===== config.mk =====
export PLATFORM = sky130hd
export DESIGN_NAME = backward
export DESIGN_NICKNAME = d
export VERILOG_FILES = /design/src/rtl/backward.sv
export SDC_FILE = /design/constraint.sdc
export NUM_CORES = 1
export LEC_CHECK = 0
export BUFFER_PORTS_ARGS = -buffer_cell sky130_fd_sc_hd__buf_2
export CAP_MARGIN = 20
export CELL_PAD_IN_SITES_DETAIL_PLACEMENT = 0
export CELL_PAD_IN_SITES_GLOBAL_PLACEMENT = 1
export CORE_MARGIN = 3
export CORE_UTILIZATION = 31
export DETAILED_ROUTE_END_ITERATION = 16
export PLACE_DENSITY_LB_ADDON = 0.1
export SETUP_SLACK_MARGIN = 0.1
export SYNTH_ARGS = -nofsm -noshare
export SYNTH_HDL_FRONTEND = slang
export SYNTH_SLANG_ARGS = --single-unit

===== constraint.sdc =====
create_clock -name clk -period 20.2 [get_ports clk]
set_clock_uncertainty 0.2 [all_clocks]
set_input_delay 2.02 -clock clk [delete_from_list [all_inputs] [get_ports clk]]
set_output_delay 2.02 -clock clk [all_outputs]
set_load 0.03 [all_outputs]

===== src/rtl/backward.sv =====
// backward: error back-propagation stage, scales one error by N fetched weights
module backward #(
  parameter int W = 16,
  parameter int N = 2,
  parameter int Q = 8,
  localparam int IW = (N > 1) ? $clog2(N) : 1
) (
  input  logic            clk,
  input  logic            rst,
  input  logic            s_e_stb,
  input  logic [W-1:0]    s_e_dat,
  output logic            s_e_rdy,
  input  logic [N-1:0]    m_e_rdy,
  output logic [N-1:0]    m_e_stb,
  output logic [N*W-1:0]  m_e_dat,
  input  logic            m_a_rdy,
  output logic            m_a_stb,
  output logic [IW-1:0]   m_a_dat,
  input  logic            s_d_stb,
  input  logic [W-1:0]    s_d_dat,
  output logic            s_d_rdy
);
  typedef enum logic [1:0] {IDLE, ADDR, DATA, OUT} state_t;
  localparam logic signed [2*W-1:0] HI = {{(W+1){1'b0}}, {(W-1){1'b1}}};
  localparam logic signed [2*W-1:0] LO = {{(W+1){1'b1}}, {(W-1){1'b0}}};
  state_t state;
  logic [IW-1:0] idx;
  logic [W-1:0] err, res, res_nxt;
  logic signed [2*W-1:0] sh;
  assign m_a_dat = idx;
  assign m_e_dat = {N{res}};
  // Q-format product with floor shift, saturated back to W bits
  always_comb begin
    sh = ($signed(err) * $signed(s_d_dat)) >>> Q;
    res_nxt = sh > HI ? HI[W-1:0] : sh < LO ? LO[W-1:0] : sh[W-1:0];
  end
  // Sequencer: take error, then per input fetch weight and emit scaled error
  always_ff @(posedge clk or negedge rst)
    if (!rst) begin
      state <= IDLE;
      idx <= '0;
      err <= '0;
      res <= '0;
      s_e_rdy <= 1'b1;
      m_a_stb <= 1'b0;
      s_d_rdy <= 1'b0;
      m_e_stb <= '0;
    end else
      case (state)
        IDLE: if (s_e_stb) begin
          err <= s_e_dat;
          idx <= '0;
          s_e_rdy <= 1'b0;
          m_a_stb <= 1'b1;
          state <= ADDR;
        end
        ADDR: if (m_a_rdy) begin
          m_a_stb <= 1'b0;
          s_d_rdy <= 1'b1;
          state <= DATA;
        end
        DATA: if (s_d_stb) begin
          res <= res_nxt;
          s_d_rdy <= 1'b0;
          m_e_stb <= N'(1) << idx;
          state <= OUT;
        end
        OUT: if (m_e_rdy[idx]) begin
          m_e_stb <= '0;
          if (idx == IW'(N-1)) begin
            s_e_rdy <= 1'b1;
            state <= IDLE;
          end else begin
            idx <= idx + 1'b1;
            m_a_stb <= 1'b1;
            state <= ADDR;
          end
        end
      endcase
endmodule


# [After elaboration in Yosys (flattened, before gate mapping)]
# Index checks and enable logic that the tools add are counted.
[word_totals] reg_bits=40 inputBits=39 output_inout_bits=38
[op_classes] order_cmp=3 n_reduce_logical=13 shifts=1 n_mux=28 addsub=1 multipliers=1 n_eq_ne=9
[ops] operator="$mul A16 B16 Y32" count=1
[ops] operator="$mux W16" count=2
[ops] operator="$gt A24 B16 Y1 const B" count=1
[ops] operator="$lt A24 B16 Y1 const B" count=1
[ops] operator="$mux W1" count=14
[ops] operator="$mux W2" count=6
[ops] operator="$ne A2 B2 Y1 const B" count=6
[ops] operator="$reduce_and A3 Y1" count=3
[ops] operator="$pmux W2 S4" count=1
[ops] operator="$reduce_and A4 Y1" count=2
[ops] operator="$pmux W1 S2" count=3
[ops] operator="$reduce_bool A2 Y1" count=3
[ops] operator="$reduce_and A5 Y1" count=1
[ops] operator="$eq A2 B2 Y1 const B" count=2
[ops] operator="$pmux W2 S2" count=1
[ops] operator="$reduce_and A2 Y1" count=2
[ops] operator="$pmux W1 S3" count=1
[ops] operator="$reduce_bool A3 Y1" count=1
[ops] operator="$eq A2 B1 Y1 const B" count=1
[ops] operator="$logic_not A2 Y1" count=1
[ops] operator="$lt A1 B2 Y1 const B" count=1
[ops] operator="$shl A1 B1 Y2 const A" count=1
[ops] operator="$add A1 B1 Y1 const B" count=1

# [Logic depth before layout (Yosys ltp)]
# Gate-level depths: netlist (run 1).
[depth] word_depth=4 ltp_mapped=25 ltp_nobuf=23

# [Worst setup path after synthesis (run 1)]
# OpenSTA, ideal clock, no wires.
[synth_path] path_type="input to register" start="in s_d_dat[3]" end="reg res[10]" path_slack_ps=11787 setup_ps=96 path_buffers=2 t_arrival_ps=8118 cell_stages=24 required_ps=19904 path_cell_list="clkbuf_1 -> nand2_1 -> fa_1 -> inv_1 -> fa_1 -> inv_1 -> fa_1 -> fa_1 -> inv_1 -> fa_1 -> inv_1 -> fa_1 -> inv_1 -> ha_1 -> o21a_1 -> o211a_1 -> a21o_1 -> o21a_1 -> a2111oi_0 -> nor3b_1 -> nor4_4 -> a211oi_4 -> buf_6 -> o32ai_2"
[synth_between] elab_chain_cells=4 elab_cells_between_ends=5 cone_classes="mul (1); order compare (2); mux (2)"
[synth_lines] element="start: declaration" line="20" source="input logic [W-1:0] s_d_dat,"
[synth_lines] element="$mul A16 B16 Y32 *" line="34" source="sh = ($signed(err) * $signed(s_d_dat)) >>> Q;"
[synth_lines] element="$lt A24 B16 Y1" line="35" source="res_nxt = sh > HI ? HI[W-1:0] : sh < LO ? LO[W-1:0] : sh[W-1:0];"
[synth_lines] element="$mux W16" line="35"
[synth_lines] element="$mux W16 *" line="35"
[synth_lines] element="end signal: assignment" line="63" source="res <= res_nxt;"
[synth_lines] element="end: declaration" line="28" source="logic [W-1:0] err, res, res_nxt;"
# Mark *: on every way between the ends. The rest lies on a longest branch, timed or not.
# A chain may end at the register's enable or synchronous reset.

# [Worst setup path in the final report (run 1)]
[layout_path] start="in s_d_dat[2]" end="reg res[14]"
# The elaborated chain is that of the path after synthesis.

==> results of run 1 <==
flip-flops by register name (all words and copies together) (netlist names):
signal,cells
res,16
s_d_rdy,1
m_a_dat,1
err,16
m_a_stb,1
m_e_stb,2
s_e_rdy,1
state,2
metal layers:
| metal | vias up | global-route usage | wire length [um] |
|---|---|---|---|
| met3 | 20 | 0.0113 | 557 |
| met4 | 0 | 0.0202 | 323 |
| met2 | 82 | 0.287 | 16000 |
| met1 | 4326 | 0.220 | 14100 |
| met5 | - | 0 | 0 |
| li1 | 3834 | - | - |
critical path, cell delays in order:
cell and delay, ps:
buf_2 280, and2_1 220, inv_1 70, fa_1 500, inv_1 140, fa_1 880, inv_1 120, fa_1 410
fa_1 550, inv_1 60, fa_1 530, inv_1 50, fa_1 470, inv_1 40, ha_1 360, o21a_1 140
o211a_1 210, a21o_1 200, nand4b_1 270, nand3_1 120, nor3b_1 410, nor4_4 110, a211oi_4 820, o32ai_2 180
worst max path at each step:
| stage | from | endpoint | slack [ps] | cells past startpoint |
|---|---|---|---|---|
| 2_1_floorplan | s_d_dat[3] | res[10] | 11790 | 24 |
| 3_3_place_gp | s_d_dat[2] | res[14] | 10800 | 24 |
| 3_5_place_dp | s_d_dat[2] | res[14] | 10680 | 24 |
| 4_1_cts | s_d_dat[2] | res[14] | 10960 | 24 |
| 5_1_grt | s_d_dat[2] | res[11] | 10590 | 24 |
| 6_report | s_d_dat[2] | res[14] | 10980 | 24 |
synth_stat cells (3+ instances only):
| cell type | count | area [um2] |
|---|---|---|
| inv_1 | 302 | 1130 |
| fa_1 | 261 | 5230 |
| nand2_1 | 139 | 522 |
| and2_1 | 120 | 751 |
| ha_1 | 83 | 1040 |
| clkbuf_1 | 41 | 154 |
| dfrtp_1 | 39 | 976 |
| nor2_1 | 37 | 139 |
| o21ai_0 | 27 | 135 |
| a21oi_1 | 24 | 120 |
| xnor2_1 | 23 | 201 |
| buf_4 | 17 | 128 |
| mux2_2 | 17 | 191 |
| o32ai_2 | 11 | 179 |
| nand2b_1 | 9 | 56.3 |
| nand3_1 | 9 | 45.0 |
| a21o_1 | 7 | 52.6 |
| and3_1 | 6 | 37.5 |
| nand4_1 | 6 | 37.5 |
| xor2_1 | 6 | 52.6 |
| a211oi_1 | 4 | 30.0 |
| buf_6 | 4 | 45.0 |
| nor2b_1 | 4 | 25.0 |
| nor3_1 | 4 | 20.0 |
| o21a_1 | 4 | 30.0 |
| o32ai_1 | 4 | 35.0 |
| o211ai_1 | 3 | 22.5 |
| or3_1 | 3 | 18.8 |
cells by family after synthesis:
kind of cell / synth area share
AOI/OAI and AO/OA: 0.0771
xor gates and xnor gates: 0.0227
adders and majority gates: 0.526
buffers and inverters: 0.123
DFF: 0.0842
muxes: 0.0178
and+or+nand+nor: 0.149
metrics by stage:
step           setup WS [ps]  hold slack, ps
6_report               10980             291
5_1_grt                10590             333
4_1_cts                10960             300
3_5_place_dp           10680             284
3_3_place_gp           10800             273
2_1_floorplan          11790             356
area by class of cell:
cell class	count	share of cell area
multi-input cells	858	0.737
inverters	302	0.0885
flip-flops and latches	40	0.0783
well taps	511	0.0499
repair buffers	83	0.0348
clock buffers	6	0.0101
clock inverters	2	0.00127
==> results.md, run 1 <==
* Layout Utilization at 0.339
* Wirelength, routed at 31000 um
* Max_slew headroom at 0.338
* Reg-to-Reg End: res[14]
* RR Startpoint: err[15]
* HP Start: m_a_stb
* TritonCTS Buffers at 5
* Ant. Diodes at 0
* Vias in the first global route at 9375
* Fraction of layout cells with a size suffix above 1 at 0.105
* Reg area at 0.00100 mm2
* Hold Path Depth at 2
* Post-synthesis area per instance at 9.42 um2
* Startpoint Class: input port
* Finished Layout Cells at 1802
* Root Buffer: clkbuf_16
* Tcrit/Tclk final at 0.457
* Area occupied by multi-input gates at 0.00944 mm2
* Pins Over Slew Limit at 0
* Slew @ Worst Pin at 992 ps
* WHS Endpoint: m_a_stb
* Grt total ovfl at 0
* Ports at 77
* Detailed-route DRC error count at 0
* Commonest non-fill, non-tap cell in the layout: inv_1
* Leading register cell type out of synthesis: dfrtp_1
* Final GP Congestion at 0.749
* Synth async-reset ratio at 1.00
* Critical path peak fanout at 16
* Min-Delay Path Class: reg -> reg
* Final hold violations at 0
* Critical path arrival at 9150 ps
* Placed cell count at 1793
* Crit path time final at 9220 ps
* Post-CTS Setup Bufs at 0
* Cell area after synthesis at 0.0119 mm2
* Mapped Nets at 1647
* Die Y-Extent at 202 um
* First-pass GRT wire length at 52000 um
* Iter 0 DRT Violations at 266
* P&R area growth vs syn at 7.52%
* Seq cells post-synth at 40
* Core Region at 0.0378 mm2
* Commonest cells after routing, fill and taps aside: 302 x inv_1, 261 x fa_1, 139 x nand2_1
* Routed WL per cell at 17.2 um
* # H-tree levels at 2
* Yosys cell types at 66
* Fin area at 0.0128 mm2
* Die area at 0.0408 mm2
* Total Neg Setup Slack at 0 ps
* Register area share after synthesis at 0.0842
* Initial antenna violation count at 0
* Area after DPL at 0.0126 mm2
* Dpl hpwl at 25800 um
* Num rows at 71
* Global-route usage over all layers at 0.160
* Worst-path clk slew at 70 ps
* Fillers at 3985
* Final #Nets at 1673
* Clk sinks at 40
* Largest net degree at the start of global routing at 41
* Max Buffers Root-to-Sink at 2
* Buffers added on ports at 76
* Mapped Cells at 1264
* Die extent in x at 202 um
* Data required, critical path at 20130 ps
* FMAX at 108 MHz
* Avg Vias per Cell at 4.58
* Outcome: complete, no violations
* Vias at 8262
* # Max-Cap Violations at 0
* Post-synth EDFFs at 0
* Critical Path Sink Type: register
* RSZ-0062 raised after global routing: no
* Synth warnings at 0
* CTS Hold Bufs at 0
* TritonRoute pass-1 iters at 5
* Final setup viols at 0
* Worst reg2reg path depth at 24
* Clk_lat worst skew at 290 ps
* Reg-to-reg setup timing slack at 12440 ps
* Antenna viol nets, final at 0
* Initial Util at 0.315
* Setup CP Type: in -> reg
* CTS tree: built
* Post-CTS Resized at 0
Power of run 1 is not shown: default switching activity piles up to over one toggle a cycle in this logic, so the estimate is an artifact.
==> inputs of run 2 (changes only) <==
Clock period 20.2 ns to 9 ns, I/O delays scaled along.
==> results.md, run 2 (synthesis results as in run 1) <==
* Initial antenna violation count at 0 (unchanged)
* TritonCTS Buffers at 5 (unchanged)
* # H-tree levels at 2 (unchanged)
* Initial Util at 0.315 (unchanged)
* Reg-to-Reg End: res[14]
* Final GP Congestion at 0.773 (+3.2%)
* Reg-to-reg setup timing slack at 1270 ps (-11170 ps)
* Slew @ Worst Pin at 1020 ps (+26.8 ps)
* Worst reg2reg path depth at 20 (-17%)
* Top flop regs: err: 16 flops, res: 16 flops
* Data required, critical path at 8930 ps (-11200 ps)
* Critical path peak fanout at 16 (unchanged)
* Post-CTS Setup Bufs at 0 (unchanged)
* Die Y-Extent at 202 um (unchanged)
* Clk sinks at 40 (unchanged)
* Largest net degree at the start of global routing at 41 (unchanged)
* TritonRoute pass-1 iters at 4 (-1)
* Setup CP Type: in -> reg
* Commonest non-fill, non-tap cell in the layout: inv_1
* CP startpoint: s_d_dat[1]
* Post-CTS Resized at 0 (unchanged)
* Wirelength, routed at 31200 um (+0.76%)
* Dpl hpwl at 26200 um (+1.4%)
* Ant. Diodes at 0 (unchanged)
* Global-route usage over all layers at 0.159 (-0.00106)
* Startpoint Class: input port
* RR Startpoint: err[10]
* Crit path time final at 7970 ps
* RSZ-0062 raised after global routing: no
* Pins Over Slew Limit at 0 (unchanged)
* Avg Vias per Cell at 4.56 (-0.62%)
* Max Buffers Root-to-Sink at 2 (unchanged)
* Antenna viol nets, final at 0 (unchanged)
* Die extent in x at 202 um (unchanged)
* Buffers added on ports at 76 (unchanged)
* Outcome: complete, no violations
* Critical path arrival at 7900 ps (-1250 ps)
* Final setup viols at 0 (unchanged)
* Root Buffer: clkbuf_16
* FMAX at 125 MHz
* P&R area growth vs syn at 7.71%
* Clk_lat worst skew at 290 ps (about the same)
* CTS Hold Bufs at 0 (unchanged)
* Critical Path Sink: res[14]
* Total Neg Setup Slack at 0 ps (unchanged)
* Commonest cells after routing, fill and taps aside: 302 x inv_1, 261 x fa_1, 139 x nand2_1
* # Max-Cap Violations at 0 (unchanged)
* Final hold violations at 0 (unchanged)
* Fillers at 4014 (+0.73%)
* Detailed-route DRC error count at 0 (unchanged)
* Iter 0 DRT Violations at 290 (+9.0%)
* Die area at 0.0408 mm2 (unchanged)
* Grt total ovfl at 0 (unchanged)
* Fraction of layout cells with a size suffix above 1 at 0.105 (+0.000775)
* Tcrit/Tclk final at 0.885
* Final #Nets at 1673 (unchanged)
* Num rows at 71 (unchanged)
* First-pass GRT wire length at 51300 um (-1.2%)
* Critical Path Sink Type: register
* Vias in the first global route at 9021 (-3.8%)
* Core Region at 0.0378 mm2 (unchanged)
* Min-Delay Path Class: in -> async
* CTS tree: built
* Worst-path clk slew at 70 ps (about the same)
* Ports at 77 (unchanged)
* Vias at 8211 (-0.62%)
* Routed WL per cell at 17.3 um (+0.76%)
* Max_slew headroom at 0.320 (-0.0179)
run 2: cell count changes in the layout (fill, tap and decap cells not counted):
cell / change
clkinv_2: +1
clkinv_4: -1
bufinv_16: +1
clkbuf_1: -1
run 2: cell type report:
cell class	count	area [um2]	area share
clock inverter	3	42.5	0.00332
timing repair buffer	83	445	0.0347
tap	511	639	0.0498
inverter	302	1130	0.0884
clock buffer	5	125	0.00976
multi-input combinational	858	9440	0.736
sequential	40	1000	0.0781
run 2: metrics by stage:
stage	cell area (um2)	hold WS (ps)	setup slack (ps)	instances	utilization
3_5_place_dp	12600	281	703	1793	0.335
2_1_floorplan	11900	356	1710	1264	-
4_1_cts	12800	297	986	1801	0.339
3_3_place_gp	12600	281	776	1793	0.335
6_report	12800	217	1030	1802	0.340
5_1_grt	12800	210	561	1802	0.340
run 2: routing by layer:
layer / global-route usage / up-vias / routed length, um
met3: 0.0124 / 8 / 546
met4: 0.0135 / 0 / 138
met1: 0.221 / 4304 / 14500
li1: - / 3823 / -
met2: 0.284 / 76 / 16000
met5: 0 / - / 0
run 2: worst min-delay path by stage:
stage | startpoint | end | slack [ps] | depth (start not counted)
floorplan | err[0] | err[0] | 360 | 1
global placement | m_a_stb | m_a_stb | 280 | 2
detailed placement | m_a_stb | m_a_stb | 280 | 2
CTS | m_a_stb | m_a_stb | 300 | 2
global route | rst | m_e_stb[0] | 210 | 1
finish | rst | m_a_dat | 220 | 1
run 2: worst max-delay path: stages:
cell and delay, ps:
buf_2 290, nand2_1 150, fa_1 570, inv_1 140
fa_1 860, inv_1 110, fa_1 420, fa_1 550
inv_1 50, fa_1 520, inv_1 50, fa_1 470
inv_1 40, ha_1 350, o21a_1 130, o211a_1 210
a21o_1 210, nand4b_1 250, nand3_1 110, nor3b_1 390
nor4_4 110, a211oi_4 830, o32ai_2 180
Power of run 2 is left out for the same reason.
==> inputs of run 3 (changes only) <==
Settings changed: CORE_UTILIZATION 31 to 37.
==> results.md, run 3 (synthesis results as in run 1) <==
* Crit path time final at 7860 ps (-109 ps)
* Dpl hpwl at 25000 um (-4.5%)
* Final setup viols at 0 (unchanged)
* Total Neg Setup Slack at 0 ps (unchanged)
* Reg-to-reg setup timing slack at 1450 ps (+180 ps)
* Hold Path Depth at 2
* # H-tree levels at 2 (unchanged)
* Final #Nets at 1677 (+0.24%)
* Iter 0 DRT Violations at 291 (+0.34%)
* Slowest CP cell: fa_1
* Num rows at 65 (-8.5%)
* Ports at 77 (unchanged)
* Layout Utilization at 0.403 (+0.0630)
* First-pass GRT wire length at 50100 um (-2.4%)
* Buffers added on ports at 76 (unchanged)
* Post-CTS Setup Bufs at 0 (unchanged)
* # Max-Cap Violations at 0 (unchanged)
* Global-route usage over all layers at 0.186 (+0.0272)
* Initial Util at 0.376 (+0.0610)
* Place WS at 855 ps (+152 ps)
* Die area at 0.0344 mm2 (-16%)
* Critical path peak fanout at 16 (unchanged)
* CTS tree: built
* RSZ-0062 raised after global routing: no
* Critical path arrival at 7810 ps (-90 ps)
* RR Startpoint: err[5]
* Final GP Congestion at 0.808 (+4.4%)
* Min-Delay Path Class: reg -> reg
* Vias at 8195 (-0.19%)
* Slew @ Worst Pin at 963 ps (-56.7 ps)
* Avg Vias per Cell at 4.83 (+6.0%)
* Die extent in x at 185 um (-8.2%)
* Wirelength, routed at 29700 um (-5.0%)
* Fin worst setup slack at 1140 ps (+109 ps)
* Max Buffers Root-to-Sink at 2 (unchanged)
* Vias in the first global route at 9158 (+1.5%)
* Tcrit/Tclk final at 0.873 (-0.0122)
* Top flop regs: err: 16 flops, res: 16 flops
* Max_slew headroom at 0.358 (+0.0378)
* Clk_lat worst skew at 290 ps (about the same)
* HP Start: m_a_stb
* Routed WL per cell at 17.5 um (+0.90%)
* FMAX at 127 MHz (+1.4%)
* Grt total ovfl at 0 (unchanged)
* Fillers at 3249 (-19%)
* Worst reg2reg path depth at 23 (+15%)
* Root Buffer: clkbuf_16
* Commonest cells after routing, fill and taps aside: 302 x inv_1, 261 x fa_1, 139 x nand2_1
* Detailed-route DRC error count at 0 (unchanged)
* Outcome: complete, no violations
* Core Region at 0.0316 mm2 (-16%)
* Setup CP Type: in -> reg
* Reg-to-Reg End: res[3]
* Fraction of layout cells with a size suffix above 1 at 0.107 (+0.00207)
* Area occupied by multi-input gates at 0.00944 mm2 (unchanged)
* WHS Endpoint: m_a_stb
* Commonest non-fill, non-tap cell in the layout: inv_1
* TritonRoute pass-1 iters at 4 (unchanged)
* Critical Path Sink Type: register
* Clk sinks at 40 (unchanged)
* CTS Hold Bufs at 0 (unchanged)
* Worst path max stage delay at 870 ps (about the same)
* Largest net degree at the start of global routing at 41 (unchanged)
* Initial antenna violation count at 0 (unchanged)
* Die Y-Extent at 185 um (-8.2%)
* P&R area growth vs syn at 6.99%
* Startpoint Class: input port
* Antenna viol nets, final at 0 (unchanged)
* TritonCTS Buffers at 5 (unchanged)
* Final hold violations at 0 (unchanged)
* Worst-path clk slew at 60 ps (about the same)
* Reg area at 0.00100 mm2 (unchanged)
* Post-CTS Resized at 0 (unchanged)
* Pins Over Slew Limit at 0 (unchanged)
* Data required, critical path at 8950 ps (+20 ps)
run 3: cell count changes in the layout (fill, tap and decap cells not counted), sizes merged:
cell      previous run  this run
clkinv               1         0
buf                 83        87
diode                0         1
bufinv               1         2
clkinvlp             1         0
run 3: how the worst max path moves through the flow:
stage               slack, ps      end        from
floorplan                1710  res[10]  s_d_dat[3]
global placement          950   res[3]  s_d_dat[2]
detailed placement        860   res[3]  s_d_dat[2]
CTS                      1130   res[3]  s_d_dat[2]
global route              720   res[2]  s_d_dat[2]
finish                   1140   res[3]  s_d_dat[2]
run 3: per-layer routing:
metal	up-vias	GRT usage	share of wire
li1	3834	-	-
met1	4270	0.255	0.44
met2	75	0.338	0.53
met3	16	0.0116	0.016
met4	0	0.0201	0.010
met5	-	0	0
run 3: worst max-delay path: cells and delay by family:
kind | cells | cell delay (ps)
buffers and inverters | 8 | 990
adder cells (fa/ha/maj) | 7 | 3660
AO/OA/AOI/OAI | 5 | 1130
AND/OR/NAND/NOR | 5 | 1110
run 3: layout make-up:
cell class / count / share of cell area
clock buffer: 5 / 0.00982
clock inverter: 2 / 0.00471
antenna: 1 / 0.000196
sequential: 40 / 0.0787
tap: 402 / 0.0395
timing repair buffer: 87 / 0.0373
multi-input combinational: 858 / 0.741
inverter: 302 / 0.0890
run 3: through the flow:
step	instance area, um2	hold WS [ps]	std cells
2_1_floorplan	11900	356	1264
3_5_place_dp	12500	265	1688
5_1_grt	12700	300	1696
3_3_place_gp	12500	263	1688
4_1_cts	12700	279	1695
6_report	12700	271	1697
Power of run 3 is left out for the same reason.
